### config.mk
export PLATFORM = sky130hd
export DESIGN_NAME = wb_hyper_arb
export DESIGN_NICKNAME = d
export VERILOG_FILES = /design/src/rtl/wb_hyper_arb.sv
export SDC_FILE = /design/constraint.sdc
export NUM_CORES = 1
export LEC_CHECK = 0
export CORE_AREA = 5 5 125 127
export DETAILED_ROUTE_END_ITERATION = 7
export DIE_AREA = 0 0 130 132
export PLACE_DENSITY_LB_ADDON = 0.1
export SETUP_SLACK_MARGIN = 0.05
export SYNTH_ARGS = -nofsm -noshare
export SYNTH_HDL_FRONTEND = slang
export SYNTH_SLANG_ARGS = --single-unit
### constraint.sdc
create_clock -name wb_clk_i -period 2.8 [get_ports wb_clk_i]
set_input_delay 0.56 -clock wb_clk_i [delete_from_list [all_inputs] [get_ports wb_clk_i]]
set_output_delay 0.56 -clock wb_clk_i [all_outputs]
set_load 0.1 [all_outputs]
### src/rtl/wb_hyper_arb.sv
// Two-master round-robin Wishbone arbiter in front of the HyperRAM data port.
// Each grant has a bounded burst length and an ack watchdog.
module wb_hyper_arb #(
  parameter int unsigned BURST_MAX = 16,
  parameter int unsigned TIMEOUT   = 255
) (
  input  logic        wb_clk_i,
  input  logic        wb_rst_n_i,
  input  logic [31:0] m0_dat_i,
  input  logic [31:0] m0_adr_i,
  input  logic [3:0]  m0_sel_i,
  input  logic [2:0]  m0_cti_i,
  input  logic        m0_we_i,
  input  logic        m0_cyc_i,
  input  logic        m0_stb_i,
  output logic [31:0] m0_dat_o,
  output logic        m0_ack_o,
  output logic        m0_err_o,
  input  logic [31:0] m1_dat_i,
  input  logic [31:0] m1_adr_i,
  input  logic [3:0]  m1_sel_i,
  input  logic [2:0]  m1_cti_i,
  input  logic        m1_we_i,
  input  logic        m1_cyc_i,
  input  logic        m1_stb_i,
  output logic [31:0] m1_dat_o,
  output logic        m1_ack_o,
  output logic        m1_err_o,
  output logic [31:0] s_dat_o,
  output logic [31:0] s_adr_o,
  output logic [3:0]  s_sel_o,
  output logic [2:0]  s_cti_o,
  output logic        s_we_o,
  output logic        s_cyc_o,
  output logic        s_stb_o,
  input  logic [31:0] s_dat_i,
  input  logic        s_ack_i,
  output logic [1:0]  grant_o
);

  localparam int unsigned BW = 8;
  localparam int unsigned TW = 16;
  localparam logic [BW-1:0] BEAT_LAST = BW'(BURST_MAX - 1);
  localparam logic [BW:0]   BEAT_LIM  = (BW+1)'(BURST_MAX);
  localparam logic [TW-1:0] WD_LAST   = TW'(TIMEOUT - 1);
  localparam logic [2:0]    CTI_INCR  = 3'b010;
  localparam logic [2:0]    CTI_EOB   = 3'b111;

  typedef enum logic [1:0] {IDLE = 2'd0, BUSY = 2'd1, GAP = 2'd2} state_t;

  state_t        state, state_nxt;
  logic          owner, owner_nxt;
  logic          last, last_nxt;
  logic [BW-1:0] beat_cnt, beat_nxt;
  logic [TW-1:0] wd_cnt, wd_nxt;
  logic          wd_fired, wd_fired_nxt;

  logic          req0, req1, pick, other_req;
  logic          own_cyc, own_stb, own_we;
  logic [2:0]    own_cti;
  logic [3:0]    own_sel;
  logic [31:0]   own_adr, own_dat;
  logic [BW:0]   beat_inc;

  assign req0      = m0_cyc_i & m0_stb_i;
  assign req1      = m1_cyc_i & m1_stb_i;
  assign pick      = (req0 & req1) ? ~last : req1;
  assign other_req = owner ? req0 : req1;
  assign beat_inc  = {1'b0, beat_cnt} + (BW+1)'(1);

  // Owner-side request mux
  assign own_cyc = owner ? m1_cyc_i : m0_cyc_i;
  assign own_stb = owner ? m1_stb_i : m0_stb_i;
  assign own_we  = owner ? m1_we_i  : m0_we_i;
  assign own_cti = owner ? m1_cti_i : m0_cti_i;
  assign own_sel = owner ? m1_sel_i : m0_sel_i;
  assign own_adr = owner ? m1_adr_i : m0_adr_i;
  assign own_dat = owner ? m1_dat_i : m0_dat_i;

  assign m0_dat_o = s_dat_i;
  assign m1_dat_o = s_dat_i;

  always_ff @(posedge wb_clk_i) begin
    if (!wb_rst_n_i) begin
      state    <= IDLE;
      owner    <= 1'b0;
      last     <= 1'b1;
      beat_cnt <= '0;
      wd_cnt   <= '0;
      wd_fired <= 1'b0;
    end else begin
      state    <= state_nxt;
      owner    <= owner_nxt;
      last     <= last_nxt;
      beat_cnt <= beat_nxt;
      wd_cnt   <= wd_nxt;
      wd_fired <= wd_fired_nxt;
    end
  end

  always_comb begin
    state_nxt    = state;
    owner_nxt    = owner;
    last_nxt     = last;
    beat_nxt     = beat_cnt;
    wd_nxt       = wd_cnt;
    wd_fired_nxt = 1'b0;
    case (state)
      IDLE: begin
        if (req0 | req1) begin
          owner_nxt = pick;
          last_nxt  = pick;
          beat_nxt  = '0;
          wd_nxt    = '0;
          state_nxt = BUSY;
        end
      end
      BUSY: begin
        if (s_ack_i) begin
          beat_nxt = (beat_cnt == '1) ? beat_cnt : beat_inc[BW-1:0];
          wd_nxt   = '0;
        end else if (own_stb) begin
          wd_nxt = wd_cnt + TW'(1);
        end
        // Release wins over preemption, preemption over watchdog
        if (!own_cyc) begin
          state_nxt = GAP;
        end else if (s_ack_i && (beat_inc >= BEAT_LIM) && other_req) begin
          state_nxt = GAP;
        end else if (!s_ack_i && (wd_cnt == WD_LAST)) begin
          state_nxt    = GAP;
          wd_fired_nxt = 1'b1;
        end
      end
      GAP:     state_nxt = IDLE;
      default: state_nxt = IDLE;
    endcase
  end

  always_comb begin
    grant_o  = 2'b00;
    s_cyc_o  = 1'b0;
    s_stb_o  = 1'b0;
    s_we_o   = 1'b0;
    s_cti_o  = 3'b000;
    s_adr_o  = own_adr;
    s_dat_o  = own_dat;
    s_sel_o  = own_sel;
    m0_ack_o = 1'b0;
    m1_ack_o = 1'b0;
    m0_err_o = 1'b0;
    m1_err_o = 1'b0;
    case (state)
      BUSY: begin
        grant_o  = owner ? 2'b10 : 2'b01;
        s_cyc_o  = own_cyc;
        s_stb_o  = own_stb;
        s_we_o   = own_we;
        // Tell the slave to close an incrementing burst that is about to be preempted
        s_cti_o  = (own_cti == CTI_INCR && beat_cnt == BEAT_LAST && other_req) ? CTI_EOB : own_cti;
        m0_ack_o = ~owner & s_ack_i;
        m1_ack_o = owner & s_ack_i;
      end
      GAP: begin
        m0_err_o = wd_fired & ~owner;
        m1_err_o = wd_fired & owner;
      end
      default: ;
    endcase
  end

endmodule

# Word level (Yosys, flattened, before mapping)

Index checks and enable logic that the tools add are counted.

Bits in registers: 29
Bits in latches: 0
Memory bits (writable): 0
Memory bits (read-only): 0
Input bits: 183
Output and inout bits: 144
Memories kept: 0

$add $sub $neg: 2
Multipliers: 0
Div/mod/pow operators: 0
$lt $le $gt $ge: 1
Equal/unequal tests: 11
Shifts and indexed selects: 0
Multiplexer cells: 34
Bitwise logic cells: 13
Reduce and logical (&&, ||, !) cells: 13

Operator list:

| operator                                                           | number |
|---|---|
| 2-to-1 mux 32 bit                                                  | 2 |
| 2-to-1 mux 16 bit                                                  | 3 |
| one-hot mux 16 bit (2 select lines)                                | 1 |
| 2-to-1 mux 8 bit                                                   | 3 |
| adder 16 x 1 -> 16 bit (second input constant)                     | 1 |
| == test 16 x 8 -> 1 bit (second input constant)                    | 1 |
| one-hot mux 8 bit (2 select lines)                                 | 1 |
| 2-to-1 mux 1 bit                                                   | 13 |
| 2-to-1 mux 2 bit                                                   | 6 |
| adder 8 x 1 -> 9 bit (second input constant)                       | 1 |
| greater-or-equal comparator 9 x 5 -> 1 bit (second input constant) | 1 |
| 2-to-1 mux 3 bit                                                   | 3 |
| == test 8 x 4 -> 1 bit (second input constant)                     | 1 |
| == test 8 bit (second input constant)                              | 1 |
| bitwise AND 1 bit                                                  | 7 |
| != test 2 bit (second input constant)                              | 3 |
| logical AND 1 bit                                                  | 5 |
| NOT 1 bit                                                          | 5 |
| 2-to-1 mux 4 bit                                                   | 1 |
| != test 4 bit (second input constant)                              | 1 |
| one-hot mux 2 bit (2 select lines)                                 | 1 |
| AND reduction 2 bit                                                | 2 |
| AND reduction 4 bit                                                | 1 |
| OR reduction 4 bit                                                 | 1 |
| 9 further kinds                                                    | 9 |

# Logic depth before layout (Yosys ltp)

Gate-level depths: netlist of run 1.

Depth in word-level cells: 7
Gate-level depth with buffers: 7
Mapped depth without buffers: 7

# Least setup slack after synthesis of run 1

Ideal clock, no wire load.

Path type: reg2out
Start point: register owner
End point: output m1_err_o
Data arrival time: 3255 ps
Data required time: 2240 ps
Slack: -1015 ps
Stages on the path, launching flop included: 5
Path through: dfxtp_1 > buf_2 > buf_2 > buf_2 > nor3b_1

Cells in the longest elaborated chain, start to end: 2

Ends and longest elaborated chain:

| what                   | line | source |
|---|---|---|
| from (decl)            | 52   | `logic owner, owner_nxt;` |
| from (signal assigned) | 93   | `owner <= owner_nxt;` |
| bitwise AND 1 bit      | 166  | `m1_err_o = wd_fired & owner;` |
| 2-to-1 mux 1 bit       | 153  | `case (state)` |
| to (decl)              | 28   | `output logic m1_err_o,` |

No other way between the ends.

# Worst setup path in the final report of run 1

Start point: register beat_cnt[6]
End point: output s_cti_o[2]

Cells in the longest elaborated chain, start to end: 5

Ends and longest elaborated chain:

| what                            | line | source |
|---|---|---|
| from (decl)                     | 54   | `logic [BW-1:0] beat_cnt, beat_nxt;` |
| from (signal assigned)          | 95   | `beat_cnt <= beat_nxt;` |
| == test 8 x 4 -> 1 bit          | 160  | `s_cti_o = (own_cti == CTI_INCR && beat_cnt == BEAT_LAST && other_req) ? CTI_EOB : own_cti;` |
| logical AND 1 bit (2 in series) | 160  |  |
| 2-to-1 mux 3 bit                | 160  |  |
| 2-to-1 mux 3 bit                | 153  |  |
| to (decl)                       | 32   | `output logic [2:0] s_cti_o,` |

No other way between the ends.

==> reports/metrics.csv, run 1 <==
metric,value,unit
first-pass GRT wire length,22.7,mm
1st-iter DRT viols,111,
number of flops mapped to enable cells by yosys,0,
Worst setup EP type,output port,
period utilisation layout,96.4,%
die width,130,um
max_slew headroom,62.2,%
P per Cell Area,452,nW/um^2
top cell type by total area after synthesis,mux2_2,
Die H,132,um
slowest CP cell,or4_4,
Hold Path Class,flop to flop,
total grt overflow,0,
worst reg-to-reg path cell count,6,
clock-pin slew of the registers on the worst-case setup and hold paths,0.05,ns
Clock Skew,0.00681,ns
reg2reg start,owner$_SDFFE_PN0P_,
top cell type's share of synthesized area,25.2,%
Setup crit start,beat_cnt[6]$_SDFFE_PN0P_,
Critical R2R Capture,wd_cnt[13]$_SDFFE_PN0P_,
Fmax,371,MHz
Leakage,2.42,nW
"Top FF cell, synth",dfxtp_1,
Placer Congestion,0.824,
Clock H-tree levels,2,
HPWL Detailed,13.9,mm
TritonCTS Sinks,29,
layout overhead on the synthesized area,106,%
Longest Clk Path Bufs,2,
mean routed wirelength per cell,22.9,um
crit-path max FO,6,
GR Util All Layers,17.9,%
Cell variety after synth,50,
Num CTS Buffers,5,
clock latency on the worst-skew pair,0.27,ns
setup violators final,0,
reg2reg setup slack,0.72,ns
CP endpoint,s_cti_o[2],
Worst Tran Pin Value,0.565,ns
post-synthesis sequential area ratio,19.1,%
"Worst Path Class, Setup",flop to output port,
"count leader, synth",mux2_2,
Pwr Total,2.83,mW
critical path cell sequence,or3_4 -> nand2b_4 -> or4_4 -> buf_6 -> a21oi_4 -> buf_12,
buffers plus inverters on the worst setup path,2,
row cnt,44,
CTS tree,yes,
final net count,712,
DIE AREA,17200,sq um
vias in the first global route,3374,
CP required,2.24,ns
mapped cell area,3040,sq um
max incr delay on CP,0.52,ns
Gate Count Post-Synth,350,
initial antenna violation count,0,
WP depth,6,
post-DR vias/cell,4.48,
CTS Hold Buffers Added,0,
largest net degree at the start of global routing,42,
iteration count of the initial detailed-routing pass,4,
IO buf count,230,
effective utilization at floorplan,21.2,%
status,completed,
VDD IR max,288,uV
CP startpoint kind,flop,
Syn Nets,536,
Syn Area/Cell,8.67,sq um
post-route DRC violation count,0,
synth cell count leaders,"mux2_2, buf_4, dfxtp_1, nor2_1, nand2_1",
total wire length,16.3,mm
RSZ-0062 raised after global routing,yes,
final hold vios,0,
YS warnings,0,
io pins,327,
Post-DP Area,5980,sq um
fin worst setup slack,0.102,ns
min-delay src,last$_SDFFE_PN1P_,
Synth area leaders,"mux2_2, dfxtp_1, buf_4",
"Min Clock Period, post-route",2.70,ns
Routed Antenna Nets,0,
"Slew Viols, Final",0,
#FFs+latches synth,29,
asr flop ratio synth,0,%
share of cells above drive strength 1,39.1,%
worst path arrival time,2.14,ns
core footprint,14300,sq um
Setup WS pre-CTS,-0.298,ns
n_diodes,0,
via count,3185,
CTS root buf,clkbuf_16,
"Design Area, Final",6260,sq um
Max-Cap Viols,0,
"CP delay by family, top",simple AND/OR/NAND/NOR gates,
sequential cells by signal, summed over array words and instances (netlist names):
register	flops
last	1
wd_fired	1
state	2
owner	1
wd_cnt	16
beat_cnt	8
layer usage:
metal | wire length, um | vias to the layer above | global-route usage, %
li1 | - | 1517 | -
met5 | 0 | - | 0
met2 | 7410 | 194 | 28.7
met4 | 193 | 0 | 2.83
met1 | 6090 | 1455 | 20.5
met3 | 2610 | 19 | 11.7
cell usage in the layout, fill, tap and decap left out, drive strengths merged, types with 2 or more instances in the layout:
cell type        n
and3             6
xor2            14
clkdlybuf4s50  140
nand3           16
nor3             3
a21boi           4
clkdlybuf4s15    2
nor3b            2
nor4             3
a211oi           3
o211ai           3
dlygate4sd2      6
nor2            30
inv              3
nand4b           2
buf            100
nand4            9
o21ai            5
nand2b           2
a31oi            2
nand2           23
and2             4
mux2i            7
a21oi            9
and4             2
or3              2
dfxtp           29
xnor2            2
bufinv           2
dlymetal6s2s     2
clkbuf           5
ha               3
nor2b            2
mux2            68
area by class of cell:
cell class	count	area, sq um
clock buffer	5	125
multi-input combinational	237	1970
timing repair buffer	250	3260
tap	184	230
sequential	29	591
inverter	3	11.3
fill	1360	8060
clock inverter	3	65.1
cells by family after synthesis:
family	after synthesis	share of synthesized area (%)
mux	75	27.7
compound gates	32	8.99
simple gates	111	19.7
buf+inv	84	18.6
flops	29	19.1
xor+xnor	16	4.62
fa+ha+maj	3	1.24
where the power goes:
group          internal, mW  switching (mW)  leakage [nW]
sequential            0.423          0.0221         0.237
clock                 0.507           0.187        0.0938
combinational         0.686            1.00          2.09
total                  1.62            1.21          2.42
what timing repair did:
action,4_1_cts,5_1_grt
resized for setup,19,13
pin swaps,3,5
setup endpoints to repair,3,2
setup buffers,0,2
how the worst min path moves through the flow:
| stage | endpoint | slack, ns | depth (start not counted) |
|---|---|---|---|
| after floorplan | last$_SDFFE_PN1P_ | 0.47 | 1 |
| after global placement | last$_SDFFE_PN1P_ | 0.49 | 1 |
| after detailed placement | beat_cnt[1]$_SDFFE_PN0P_ | 0.50 | 2 |
| after CTS | last$_SDFFE_PN1P_ | 0.51 | 1 |
| after global routing | beat_cnt[6]$_SDFFE_PN0P_ | 0.54 | 2 |
| final | last$_SDFFE_PN1P_ | 0.51 | 1 |
through the flow:
stage	cells	util, %	hold WS [ns]	setup TNS, ns
3_3_place_gp	701	41.8	0.485	-0.469
2_1_floorplan	350	-	0.466	-0.113
3_5_place_dp	701	41.8	0.498	-0.574
6_report	711	43.7	0.506	0
5_1_grt	711	43.7	0.539	0
4_1_cts	709	43.3	0.511	0
Power figures use the tool's default switching activity.
==> inputs of run 2 (changes only) <==
==> constraint.sdc (replaced) <==
create_clock -name wb_clk_i -period 3.3 [get_ports wb_clk_i]
set_input_delay 0.66 -clock wb_clk_i [delete_from_list [all_inputs] [get_ports wb_clk_i]]
set_output_delay 0.66 -clock wb_clk_i [all_outputs]
set_load 0.1 [all_outputs]
==> reports/metrics.csv, run 2 (synthesis gave the netlist of run 1 again) <==
metric,value,unit
worst path arrival time,2.49,ns
Hold Path Class,flop to flop,
max_slew headroom,61.0,%
most frequent cells in the layout,"clkdlybuf4s50_1, buf_4, mux2_2",
Placer Congestion,0.808,
period utilisation layout,95.5,%
post-DR vias/cell,4.49,
TritonCTS Sinks,29,
fin worst setup slack,0.148,ns
clock-pin slew of the registers on the worst-case setup and hold paths,0.05,ns
die width,130,um
CTS Hold Buffers Added,0,
effective utilization at floorplan,21.2,%
critical path cell sequence,clkdlybuf4s50_1 -> nand2_1 -> nor4_1 -> a21oi_1 -> or4_1 -> a21oi_2 -> buf_12,
Worst setup EP type,output port,
vias in the first global route,3231,
slowest CP cell,or4_1,
VDD IR max,154,uV
post-layout instance count excluding filler cells,698,
mean routed wirelength per cell,23.7,um
"Design Area, Final",5110,sq um
Largest Register,wd_cnt,
RSZ-0062 raised after global routing,no,
total grt overflow,0,
Die H,132,um
Fmax,317,MHz
Clock Skew,0.00854,ns
layout overhead on the synthesized area,68.3,%
total wire length,16.6,mm
"Min Clock Period, post-route",3.15,ns
share of cells above drive strength 1,34.6,%
Worst Tran Pin Value,0.585,ns
crit-path max FO,3,
row cnt,44,
sum of negative setup slack,0,ns
GR Util All Layers,18.0,%
clock latency on the worst-skew pair,0.27,ns
core footprint,14300,sq um
status,completed,
Num CTS Buffers,5,
io pins,327,
max incr delay on CP,0.58,ns
largest net degree at the start of global routing,45,
initial antenna violation count,0,
Clock H-tree levels,2,
CTS tree,yes,
"Worst Path Class, Setup",input port to output port,
DIE AREA,17200,sq um
IO buf count,230,
Longest Clk Path Bufs,2,
CP required,2.64,ns
largest registers,"wd_cnt (16), beat_cnt (8), state (2)",
Post-DP Area,4970,sq um
HPWL Detailed,14.6,mm
Pwr Total,1.97,mW
Hold WS,0.503,ns
Final Core Density,35.7,%
1st-iter DRT viols,111,
"Slew Viols, Final",0,
placed cells,691,
n_diodes,0,
final hold vios,0,
via count,3132,
"most common cell after layout, fill and taps aside",clkdlybuf4s50_1,
iteration count of the initial detailed-routing pass,4,
first-pass GRT wire length,22.3,mm
final net count,700,
Setup WS pre-CTS,0.135,ns
post-route DRC violation count,0,
CTS root buf,clkbuf_16,
Routed Antenna Nets,0,
CP startpoint kind,input port,
Max-Cap Viols,0,
P per Cell Area,386,nW/um^2
setup violators final,0,
Leakage,1.96,nW
max FFs per register,16,
[run 2: cell types whose count changed in the layout (fill, tap and decap cells not counted), moves of 2 or more]
cell / delta
buf_12: -74
bufinv_16: -2
buf_6: -3
dlymetal6s2s_1: -2
nand2_1: +2
clkdlybuf4s50_1: +10
dfxtp_1: +3
dlygate4sd2_1: -6
dfxtp_2: -2
clkdlybuf4s15_2: -2
buf_4: +65
[run 2: area by class of cell]
class	instances	area, sq um
Multi-Input combinational cell	237	1910
Inverter	3	11.3
Sequential cell	29	584
Clock buffer	6	129
Tap cell	184	230
Fill cell	1487	9210
Clock inverter	1	5.00
Timing Repair Buffer	238	2240
[run 2: critical path, delay by kind of cell]
family	cells	cell delay (ns)
AOI/OAI and AO/OA	2	0.29
buffers and inverters	2	0.69
and+or+nand+nor	3	0.85
[run 2: repair_timing]
item                                    CTS  global route
endpoints found under the setup margin    0             2
setup buffers                             0             0
resized for setup                         0             1
[run 2: report_power, final]
| part | internal [mW] | switching [mW] |
|---|---|---|
| registers | 0.360 | 0.0175 |
| clock network | 0.273 | 0.148 |
| logic | 0.376 | 0.797 |
| total | 1.01 | 0.963 |
[run 2: per-layer routing]
metal  vias to the layer above  track usage (%)  routed length (um)  share of wire, %
met5                         -                0                   0                 0
met4                         0             3.46                 295               1.8
met3                        22             15.4                3230                20
met2                       170             29.0                7600                46
met1                      1442             17.8                5420                33
li1                       1498                -                   -                 -
[run 2: final timing paths]
kind | slack [ns] | endpoint | cells after the start | from
hold / removal | 0.50 | last$_SDFFE_PN1P_ | 1 | last$_SDFFE_PN1P_
setup / recovery | 0.15 | s_cti_o[2] | 7 | m1_stb_i
setup reg to reg | 1.02 | wd_cnt[13]$_SDFFE_PN0P_ | 6 | owner$_SDFFE_PN0P_
hold reg to reg | 0.50 | last$_SDFFE_PN1P_ | 1 | last$_SDFFE_PN1P_
